### config.mk
export PLATFORM = sky130hd
export DESIGN_NAME = seg7_scan
export DESIGN_NICKNAME = d
export VERILOG_FILES = /design/src/rtl/seg7_scan.sv
export SDC_FILE = /design/constraint.sdc
export NUM_CORES = 1
export LEC_CHECK = 0
export BUFFER_PORTS_ARGS = -buffer_cell sky130_fd_sc_hd__clkbuf_2
export CAP_MARGIN = 20
export CORE_ASPECT_RATIO = 1.5
export CORE_MARGIN = 2
export CORE_UTILIZATION = 61
export CTS_CLUSTER_DIAMETER = 150
export CTS_CLUSTER_SIZE = 40
export DETAILED_ROUTE_END_ITERATION = 8
export HOLD_SLACK_MARGIN = 0.02
export MAX_ROUTING_LAYER = met4
export PLACE_DENSITY = 0.95
export SYNTH_ARGS = -nofsm -noshare
export SYNTH_HDL_FRONTEND = slang
export SYNTH_SLANG_ARGS = --single-unit
### constraint.sdc
create_clock -name clk -period 6.8 [get_ports clk]
set_clock_uncertainty 0.05 [all_clocks]
set_input_delay 1.7 -clock clk [delete_from_list [all_inputs] [get_ports clk]]
set_output_delay 1.7 -clock clk [all_outputs]
set_load 0.05 [all_outputs]
### src/rtl/seg7_scan.sv
// seg7_scan: time-multiplexed N-digit common-anode 7-segment driver with hex/LZ/blank/dp.
// Latency: load visible on outputs one cycle after capture; outputs registered one cycle after (idx, presc).
// No backpressure: load is level-sampled every cycle and never disturbs the scan timing.
module seg7_scan #(
  parameter int NDIG        = 4,
  parameter int REFRESH_DIV = 100000,
  parameter int DEADTIME    = 1000,
  parameter int HEX_EN      = 1
) (
  input  logic                clk,
  input  logic                rst,
  input  logic                load,
  input  logic [4*NDIG-1:0]   data_in,
  input  logic [NDIG-1:0]     dp_in,
  input  logic [NDIG-1:0]     blank_in,
  input  logic                lz_en,
  output logic [6:0]          seg,
  output logic                dp,
  output logic [NDIG-1:0]     an
);

  localparam int PW = (REFRESH_DIV > 1) ? $clog2(REFRESH_DIV) : 1;
  localparam int IW = (NDIG > 1) ? $clog2(NDIG) : 1;
  localparam logic [PW-1:0] PRESC_MAX = PW'(REFRESH_DIV - 1);
  localparam logic [IW-1:0] IDX_MAX   = IW'(NDIG - 1);
  localparam logic [PW-1:0] DT_V      = PW'(DEADTIME);

  logic [4*NDIG-1:0] data_q;
  logic [NDIG-1:0]   dp_q, blank_q, mask_q, mask_d;
  logic [PW-1:0]     presc_q, presc_d;
  logic [IW-1:0]     idx_q, idx_d;
  logic [6:0]        seg_q, seg_d;
  logic              dp_o_q, dp_o_d;
  logic [NDIG-1:0]   an_q, an_d;

  logic [3:0] cur_nib;
  logic       cur_dp, cur_blank, above_zero, lit;
  logic [6:0] dec;

  // Zero-mask: digit k is suppressed when it and every digit to its left are zero.
  always_comb begin
    mask_d     = '0;
    above_zero = 1'b1;
    for (int k = NDIG - 1; k >= 1; k--) begin
      above_zero = above_zero & (data_in[4*k +: 4] == 4'h0);
      mask_d[k]  = lz_en & above_zero;
    end
  end

  // Shadow capture; load held high simply recaptures every cycle.
  always_ff @(posedge clk) begin
    if (rst) begin
      data_q  <= '0;
      dp_q    <= '0;
      blank_q <= '0;
      mask_q  <= '0;
    end else if (load) begin
      data_q  <= data_in;
      dp_q    <= dp_in;
      blank_q <= blank_in;
      mask_q  <= mask_d;
    end
  end

  // Scan timing: prescaler defines the slot, idx steps at the last cycle of each slot.
  always_comb begin
    presc_d = (presc_q == PRESC_MAX) ? '0 : presc_q + PW'(1);
    idx_d   = idx_q;
    if (presc_q == PRESC_MAX) begin
      idx_d = (idx_q == IDX_MAX) ? '0 : idx_q + IW'(1);
    end
  end

  // Scan counter registers.
  always_ff @(posedge clk) begin
    if (rst) begin
      presc_q <= '0;
      idx_q   <= '0;
    end else begin
      presc_q <= presc_d;
      idx_q   <= idx_d;
    end
  end

  // Select the current digit's shadow fields without a variable-width index.
  always_comb begin
    cur_nib   = 4'h0;
    cur_dp    = 1'b0;
    cur_blank = 1'b0;
    for (int k = 0; k < NDIG; k++) begin
      if (idx_q == IW'(k)) begin
        cur_nib   = data_q[4*k +: 4];
        cur_dp    = dp_q[k];
        cur_blank = blank_q[k] | mask_q[k];
      end
    end
  end

  // Active-low segment decode {a,b,c,d,e,f,g}; hex codes blank when hex is disabled.
  always_comb begin
    dec = 7'h7F;
    case (cur_nib)
      4'h0: dec = 7'b0000001;
      4'h1: dec = 7'b1001111;
      4'h2: dec = 7'b0010010;
      4'h3: dec = 7'b0000110;
      4'h4: dec = 7'b1001100;
      4'h5: dec = 7'b0100100;
      4'h6: dec = 7'b0100000;
      4'h7: dec = 7'b0001111;
      4'h8: dec = 7'b0000000;
      4'h9: dec = 7'b0000100;
      4'hA: dec = (HEX_EN != 0) ? 7'b0001000 : 7'h7F;
      4'hB: dec = (HEX_EN != 0) ? 7'b1100000 : 7'h7F;
      4'hC: dec = (HEX_EN != 0) ? 7'b0110001 : 7'h7F;
      4'hD: dec = (HEX_EN != 0) ? 7'b1000010 : 7'h7F;
      4'hE: dec = (HEX_EN != 0) ? 7'b0110000 : 7'h7F;
      4'hF: dec = (HEX_EN != 0) ? 7'b0111000 : 7'h7F;
      default: dec = 7'h7F;
    endcase
  end

  // Next output values: segments hold for the whole slot, anode only after deadtime.
  always_comb begin
    lit    = (presc_q >= DT_V);
    seg_d  = cur_blank ? 7'h7F : dec;
    dp_o_d = cur_blank ? 1'b1 : ~cur_dp;
    an_d   = '1;
    for (int k = 0; k < NDIG; k++) begin
      an_d[k] = ~(lit & (idx_q == IW'(k)));
    end
  end

  // Registered pin drivers, all dark in reset.
  always_ff @(posedge clk) begin
    if (rst) begin
      seg_q  <= 7'h7F;
      dp_o_q <= 1'b1;
      an_q   <= '1;
    end else begin
      seg_q  <= seg_d;
      dp_o_q <= dp_o_d;
      an_q   <= an_d;
    end
  end

  assign seg = seg_q;
  assign dp  = dp_o_q;
  assign an  = an_q;

endmodule

==> results of run 1 <==
==> where the power goes <==
part | switching [mW] | internal [mW] | total (mW) | leakage [nW]
Clock | 0.133 | 0.236 | 0.368 | 0.119
Combinational | 0.0509 | 0.0295 | 0.0804 | 0.741
Sequential | 0.00709 | 0.354 | 0.362 | 0.475
Total | 0.191 | 0.620 | 0.810 | 1.33
==> registers in the layout (all words and copies together), names as in the netlist <==
name     count
an           4
idx_q        2
dp           1
data_q      16
dp_q         4
presc_q     17
seg          7
blank_q      4
mask_q       3
==> logic make-up after synthesis <==
| logic type | Yosys count | synth area share |
|---|---|---|
| compound gates | 28 | 0.0799 |
| xor+xnor | 15 | 0.0488 |
| fa+ha+maj | 12 | 0.0558 |
| buf+inv | 27 | 0.0502 |
| flops | 58 | 0.431 |
| mux | 28 | 0.104 |
| simple gates | 125 | 0.230 |
==> cells in the mapped netlist (all sizes together), types with 2 or more instances <==
master	n	area, sq um
nand3b	6	45.0
xnor2	6	52.6
buf	10	71.3
o211ai	2	15.0
inv	12	45.0
and2	4	27.5
xor2	9	78.8
or3	2	12.5
nor2	54	205
a22oi	2	15.0
ha	12	150
nand3	6	30.0
dfxtp	58	1160
nor3b	5	37.5
a221oi	2	23.8
nand2	24	90.1
clkbuf	5	18.8
nor2b	3	33.8
a311oi	2	23.8
o21ai	5	25.0
a21oi	5	25.0
a211oi	3	22.5
and3	6	37.5
nand4	4	25.0
nor3	3	15.0
mux2i	28	280
nor4	3	18.8
==> metal layers <==
metal | GRT usage | vias up
li1 | - | 1071
met1 | 0.245 | 1019
met2 | 0.465 | 51
met3 | 0.0716 | 8
met4 | 0.129 | 0
met5 | - | -
==> worst min path at each step <==
stage,to,slack (ns),cells past startpoint
detailed placement,presc_q[0]$_SDFF_PP0_,0.40,1
global route,presc_q[0]$_SDFF_PP0_,0.42,1
global placement,presc_q[0]$_SDFF_PP0_,0.39,1
CTS,presc_q[0]$_SDFF_PP0_,0.41,1
floorplan,presc_q[0]$_SDFF_PP0_,0.38,1
finish,presc_q[0]$_SDFF_PP0_,0.41,1
==> stage by stage <==
step | cells | worst slack, ns
after floorplan | 293 | 3.89
after global placement | 363 | 3.51
after detailed placement | 363 | 3.34
after CTS | 379 | 3.71
after global routing | 379 | 3.55
final | 379 | 3.67
==> area by class of cell <==
class	instances	area, sq um	area share
clock buffer	12	165	0.0534
clock inverter	4	72.6	0.0235
inverter	12	45.0	0.0146
multi-input combinational	208	1400	0.451
sequential	58	1160	0.375
tap	46	57.6	0.0186
timing repair buffer	39	195	0.0631
==> run metrics, run 1 <==
layout cells sized above 1=0.186; starting density of the core=0.634; vias in the first global route=around 2100; yosys warns=0; Hold-fix buffers, CTS=0; Cell Chain, Critical Path=clkbuf_2 -> inv_1 -> or3_1 -> nor2_1 -> a22oi_1 -> nor2_1; Tot Pwr=a little over 0.8 mW; n_diodes=0; final design utilization=0.729; CP Class=in -> reg; power density over the cells=262 mW/mm^2; Synth Register Bits=slightly below 60; status=completed; Critical Path Sink=mask_q[1]$_SDFFE_PP0P_; critical path required time=7.01 ns; placed instance area=about 0.0029 sq mm; slew margin rel.=0.401; Iter 0 DRT Violations=115; Post-Syn Area=approximately 0.0027 sq mm; worst slew pin tran=0.898 ns; clk sink count=58; Mean Syn Cell Area=about 9.2 sq um; Routed met2 length=3.30 mm; HP Start=presc_q[0]$_SDFF_PP0_; # setup viols final=0; Fillers=307; clock root cell=clkbuf_8; final worst path period share=0.460; Hold Path Class=reg -> reg; GP Congestion=roughly 0.92; clk slew on worst S/H paths=0.06 ns; residual DRC count=0; WL met3=~230 um; CTS H-tree depth=3; CP arrival=3.34 ns; Max Used Layer=met4; CP max-delay cell=clkbuf_2; Net count, final=around 370; most common cell after layout, fill and taps aside=dfxtp_1; Worst Setup SP=load; post_cts resized=0; overflow left after global routing=0; max cap viols=0; via/cell ratio=between 5 and 6; hpwl dp=between 4 and 5 mm; Max Slew Vio Count=0; syn_nets=around 330; delay-heaviest family, CP=buffers and inverters; asr flop ratio synth=0; P_leak=1.33 nW; Vias=2149; Core Area=0.00425 sq mm; pin count of the biggest net entering global routing=33; global-route wire length before repair=9.34 mm; max frequency=320 MHz; CP Capture Type=register; clock tree buffer depth=2; area of the die=0.00497 sq mm; cts bufs inserted=9; Fin Hold WS=0.415 ns; critical path launch point type=input port; Die Ht=85.4 um; Syn-to-layout area delta=14.9%; remaining antenna violation count=0; synth unique cells=46; Hold Violations, Final=0; Seq/Total Area, Yosys=0.431; CP bufs+invs=2; worst-path maximum fanout=25; crit path time final=between 3 and 4 ns; CTS tree=built; die width=58.2 um; std cell rows=29; Crit path top cell by count=nor2_1; synthesized instance count=293; Peak VDD IR=between 0.2 and 0.25 mV; R2R depth=6; crit-path max cell delay=0.61 ns; routed len/inst=15.3 um; initial antenna violation count=0; later-pin clock latency in the skew report=0.33 ns; Post-CTS Setup Bufs=0; M1 WL=2.17 mm; RSZ-0062 raised after global routing=false; total wire length=5.78 mm; Ports=40; Primary FF master, synth=dfxtp_1; Crit path depth=6; R2R Path End=seg[6]$_SDFF_PP1_; most frequent cells in the layout=dfxtp_1 (58), nor2_1 (53), clkbuf_2 (39); port bufs=39; r2r startpoint=idx_q[0]$_SDFFE_PP0N_; TNS Setup=0 ns; Finished Cell Area=just over 0.003 sq mm; TritonRoute pass-1 iters=5; GRT Overall Usage=0.259; reg-to-reg slack, setup=approximately 4.2 ns; Post-synth EDFFs=0
Note: power is estimated with default switching activity, not from simulation.
==> inputs of run 2 (changes only) <==
--- a/config.mk
+++ b/config.mk
@@ -9,13 +9,13 @@
 export CAP_MARGIN = 20
 export CORE_ASPECT_RATIO = 1.5
 export CORE_MARGIN = 2
-export CORE_UTILIZATION = 61
+export CORE_UTILIZATION = 56
 export CTS_CLUSTER_DIAMETER = 150
 export CTS_CLUSTER_SIZE = 40
 export DETAILED_ROUTE_END_ITERATION = 8
 export HOLD_SLACK_MARGIN = 0.02
 export MAX_ROUTING_LAYER = met4
-export PLACE_DENSITY = 0.95
+export PLACE_DENSITY = 0.9
 export SYNTH_ARGS = -nofsm -noshare
 export SYNTH_HDL_FRONTEND = slang
 export SYNTH_SLANG_ARGS = --single-unit
==> constraint.sdc (replaced) <==
create_clock -name clk -period 2.99 [get_ports clk]
set_clock_uncertainty 0.05 [all_clocks]
set_input_delay 0.7475 -clock clk [delete_from_list [all_inputs] [get_ports clk]]
set_output_delay 0.7475 -clock clk [all_outputs]
set_load 0.05 [all_outputs]
==> run 2 against run 1 <==
  * Register-to-register slack lost 3.6 ns
  * Critical path depth grew 2
  * Global-route usage shrank 3.2 points
  * Cell count grew 5.3%
  * Worst setup slack lost 3.1 ns
  * Sequential power grew 130%
  * Sequential share of layout area grew 0.26 points
  * Die area grew 8.4%
  * Core utilization shrank 5.8 points
  * Count of clock-buffer cells in the layout grew 1
  * Clock power grew 70%
  * Worst hold slack lost 0.0014 ns
  * Critical path type is now reg -> reg
==> run metrics, run 2 (synthesized netlist as in run 1, its figures left out) <==
status=completed (unchanged); CTS H-tree depth=3 (unchanged); worst-path maximum fanout=18 (was 25); residual DRC count=0 (unchanged); max frequency=414 MHz; Largest register FFs=17 (unchanged); n_diodes=0 (unchanged); CTS tree=built (unchanged); Syn-to-layout area delta=14.1% (was 14.9%); global-route wire length before repair=8.72 mm (was 9.34 mm); crit-path max cell delay=0.57 ns (was 0.61 ns); Peak VDD IR=0.382 mV (was 0.232 mV); Ports=40 (unchanged); clock root cell=clkbuf_8 (unchanged); Gate power share=0.111 (was 0.099); GRT Overall Usage=0.227 (was 0.259); Die Ht=88.9 um (was 85.4 um); TritonRoute pass-1 iters=5 (unchanged); # setup viols final=0 (unchanged); area of the die=0.00539 sq mm (was 0.00497 sq mm); total wire length=5.45 mm (was 5.78 mm); Net count, final=371 (was 368); Finished Cell Area=0.00307 sq mm (was 0.00309 sq mm); overflow left after global routing=0 (unchanged); CP bufs+invs=1 (was 2); hpwl dp=4.01 mm (was 4.09 mm); clk slew on worst S/H paths=0.06 ns (about the same); clk sink count=58 (unchanged); TNS Setup=0 ns (unchanged); Vias=2150 (was 2149); critical path launch point type=register (was input port); Placed Instances=384 (was 363); post_cts resized=0 (unchanged); routed len/inst=13.7 um (was 15.3 um); slew margin rel.=0.585 (was 0.401); layout cells sized above 1=0.185 (was 0.186); Hold-fix buffers, CTS=0 (unchanged); Hold Path Class=reg -> reg (unchanged); later-pin clock latency in the skew report=0.33 ns (about the same); Hold Violations, Final=0 (unchanged); most common cell after layout, fill and taps aside=dfxtp_1 (unchanged); Cell Chain, Critical Path=ha_1 -> a211oi_1 -> a221oi_2 -> inv_1 -> ha_1 -> mux2i_1 -> nand3_1 -> o31a_1 (was clkbuf_2 -> inv_1 -> or3_1 -> nor2_1 -> a22oi_1 -> nor2_1); Flop pwr share=0.506 (was 0.446); Max Slew Vio Count=0 (unchanged); CP max-delay cell=ha_1 (was clkbuf_2); Clk pwr share=0.383 (was 0.455); P_leak=1.32 nW (was 1.33 nW); max cap viols=0 (unchanged); pin count of the biggest net entering global routing=33 (unchanged); crit path time final=between 2 and 2.5 ns; Fillers=393 (was 307); CP Class=reg -> reg (was in -> reg); GP Congestion=0.903 (was 0.922); remaining antenna violation count=0 (unchanged); final worst path period share=0.809; CP Capture Type=register (unchanged); std cell rows=30 (was 29); RSZ-0062 raised after global routing=false (unchanged); worst slew pin tran=0.622 ns (was 0.898 ns); via/cell ratio=5.39 (was 5.67); most frequent cells in the layout=dfxtp_1 (58), nor2_1 (53), clkbuf_2 (39) (unchanged); cts bufs inserted=9 (unchanged); power density over the cells=531 mW/mm^2 (was 262 mW/mm^2); Int Pwr=1.22 mW (was 0.620 mW); CP arrival=2.59 ns (was 3.34 ns); Post-CTS Setup Bufs=0 (unchanged); Sw Share=0.254 (was 0.235); initial antenna violation count=0 (unchanged); Core Area=0.00458 sq mm (was 0.00425 sq mm); clock tree buffer depth=2 (unchanged); vias in the first global route=2006 (was 2118); placed instance area=0.00290 sq mm (was 0.00286 sq mm); largest reg by FF count=presc_q (unchanged); Non-Filler Instances=399 (was 379); switching pwr=0.414 mW (was 0.191 mW); port bufs=39 (unchanged); delay-heaviest family, CP=adder cells (was buffers and inverters); starting density of the core=0.588 (was 0.634); Iter 0 DRT Violations=92 (was 115); die width=60.6 um (was 58.2 um); critical path required time=3.16 ns (was 7.01 ns); Crit path top cell by count=ha_1 (was nor2_1)
## run 2: layout make-up
cell class              instances  area [sq um]  share of cell area
inverters                      12          45.0              0.0147
flip-flops and latches         58          1160               0.378
clock inverters                 2          12.5             0.00407
clock buffers                  13           159              0.0517
well taps                      64          80.1              0.0261
repair buffers                 42           218              0.0709
multi-input cells             208          1400               0.455
## run 2: worst paths after layout
check | start | end | slack [ns] | cells after the start
setup / recovery | idx_q[0]$_SDFFE_PP0N_ | seg[3]$_SDFF_PP1_ | 0.57 | 8
setup reg to reg | idx_q[0]$_SDFFE_PP0N_ | seg[3]$_SDFF_PP1_ | 0.57 | 8
hold / removal | mask_q[3]$_SDFFE_PP0P_ | mask_q[3]$_SDFFE_PP0P_ | 0.41 | 2
hold reg to reg | mask_q[3]$_SDFFE_PP0P_ | mask_q[3]$_SDFFE_PP0P_ | 0.41 | 2
## run 2: power by group through the flow
stage / sequential (mW) / combinational [mW] / clock [mW]
detailed placement: 0.842 / 0.182 / 0
finish: 0.825 / 0.182 / 0.624
global placement: 0.841 / 0.178 / 0
global route: 0.828 / 0.197 / 0.672
floorplan: 0.872 / 0.0994 / 0
CTS: 0.825 / 0.182 / 0.642
## run 2: per-stage QoR
step                hold WS, ns  utilization  setup slack, ns  total power, mW
global placement          0.389        0.633            0.711             1.02
finish                    0.413        0.671            0.572             1.63
CTS                       0.413        0.671            0.586             1.65
floorplan                 0.375            -            0.832            0.971
detailed placement        0.398        0.633            0.583             1.02
global route              0.424        0.671            0.373             1.70
## run 2: per-layer routing
layer	wire length, um	GRT usage
met3	185	0.0593
met5	0	-
met4	180	0.134
met2	2920	0.377
met1	2170	0.236
## run 2: tightest hold or removal path: stages (launching register included)
cell and delay [ns]:
dfxtp_1 0.31, nand2_1 0.05, a21oi_1 0.05
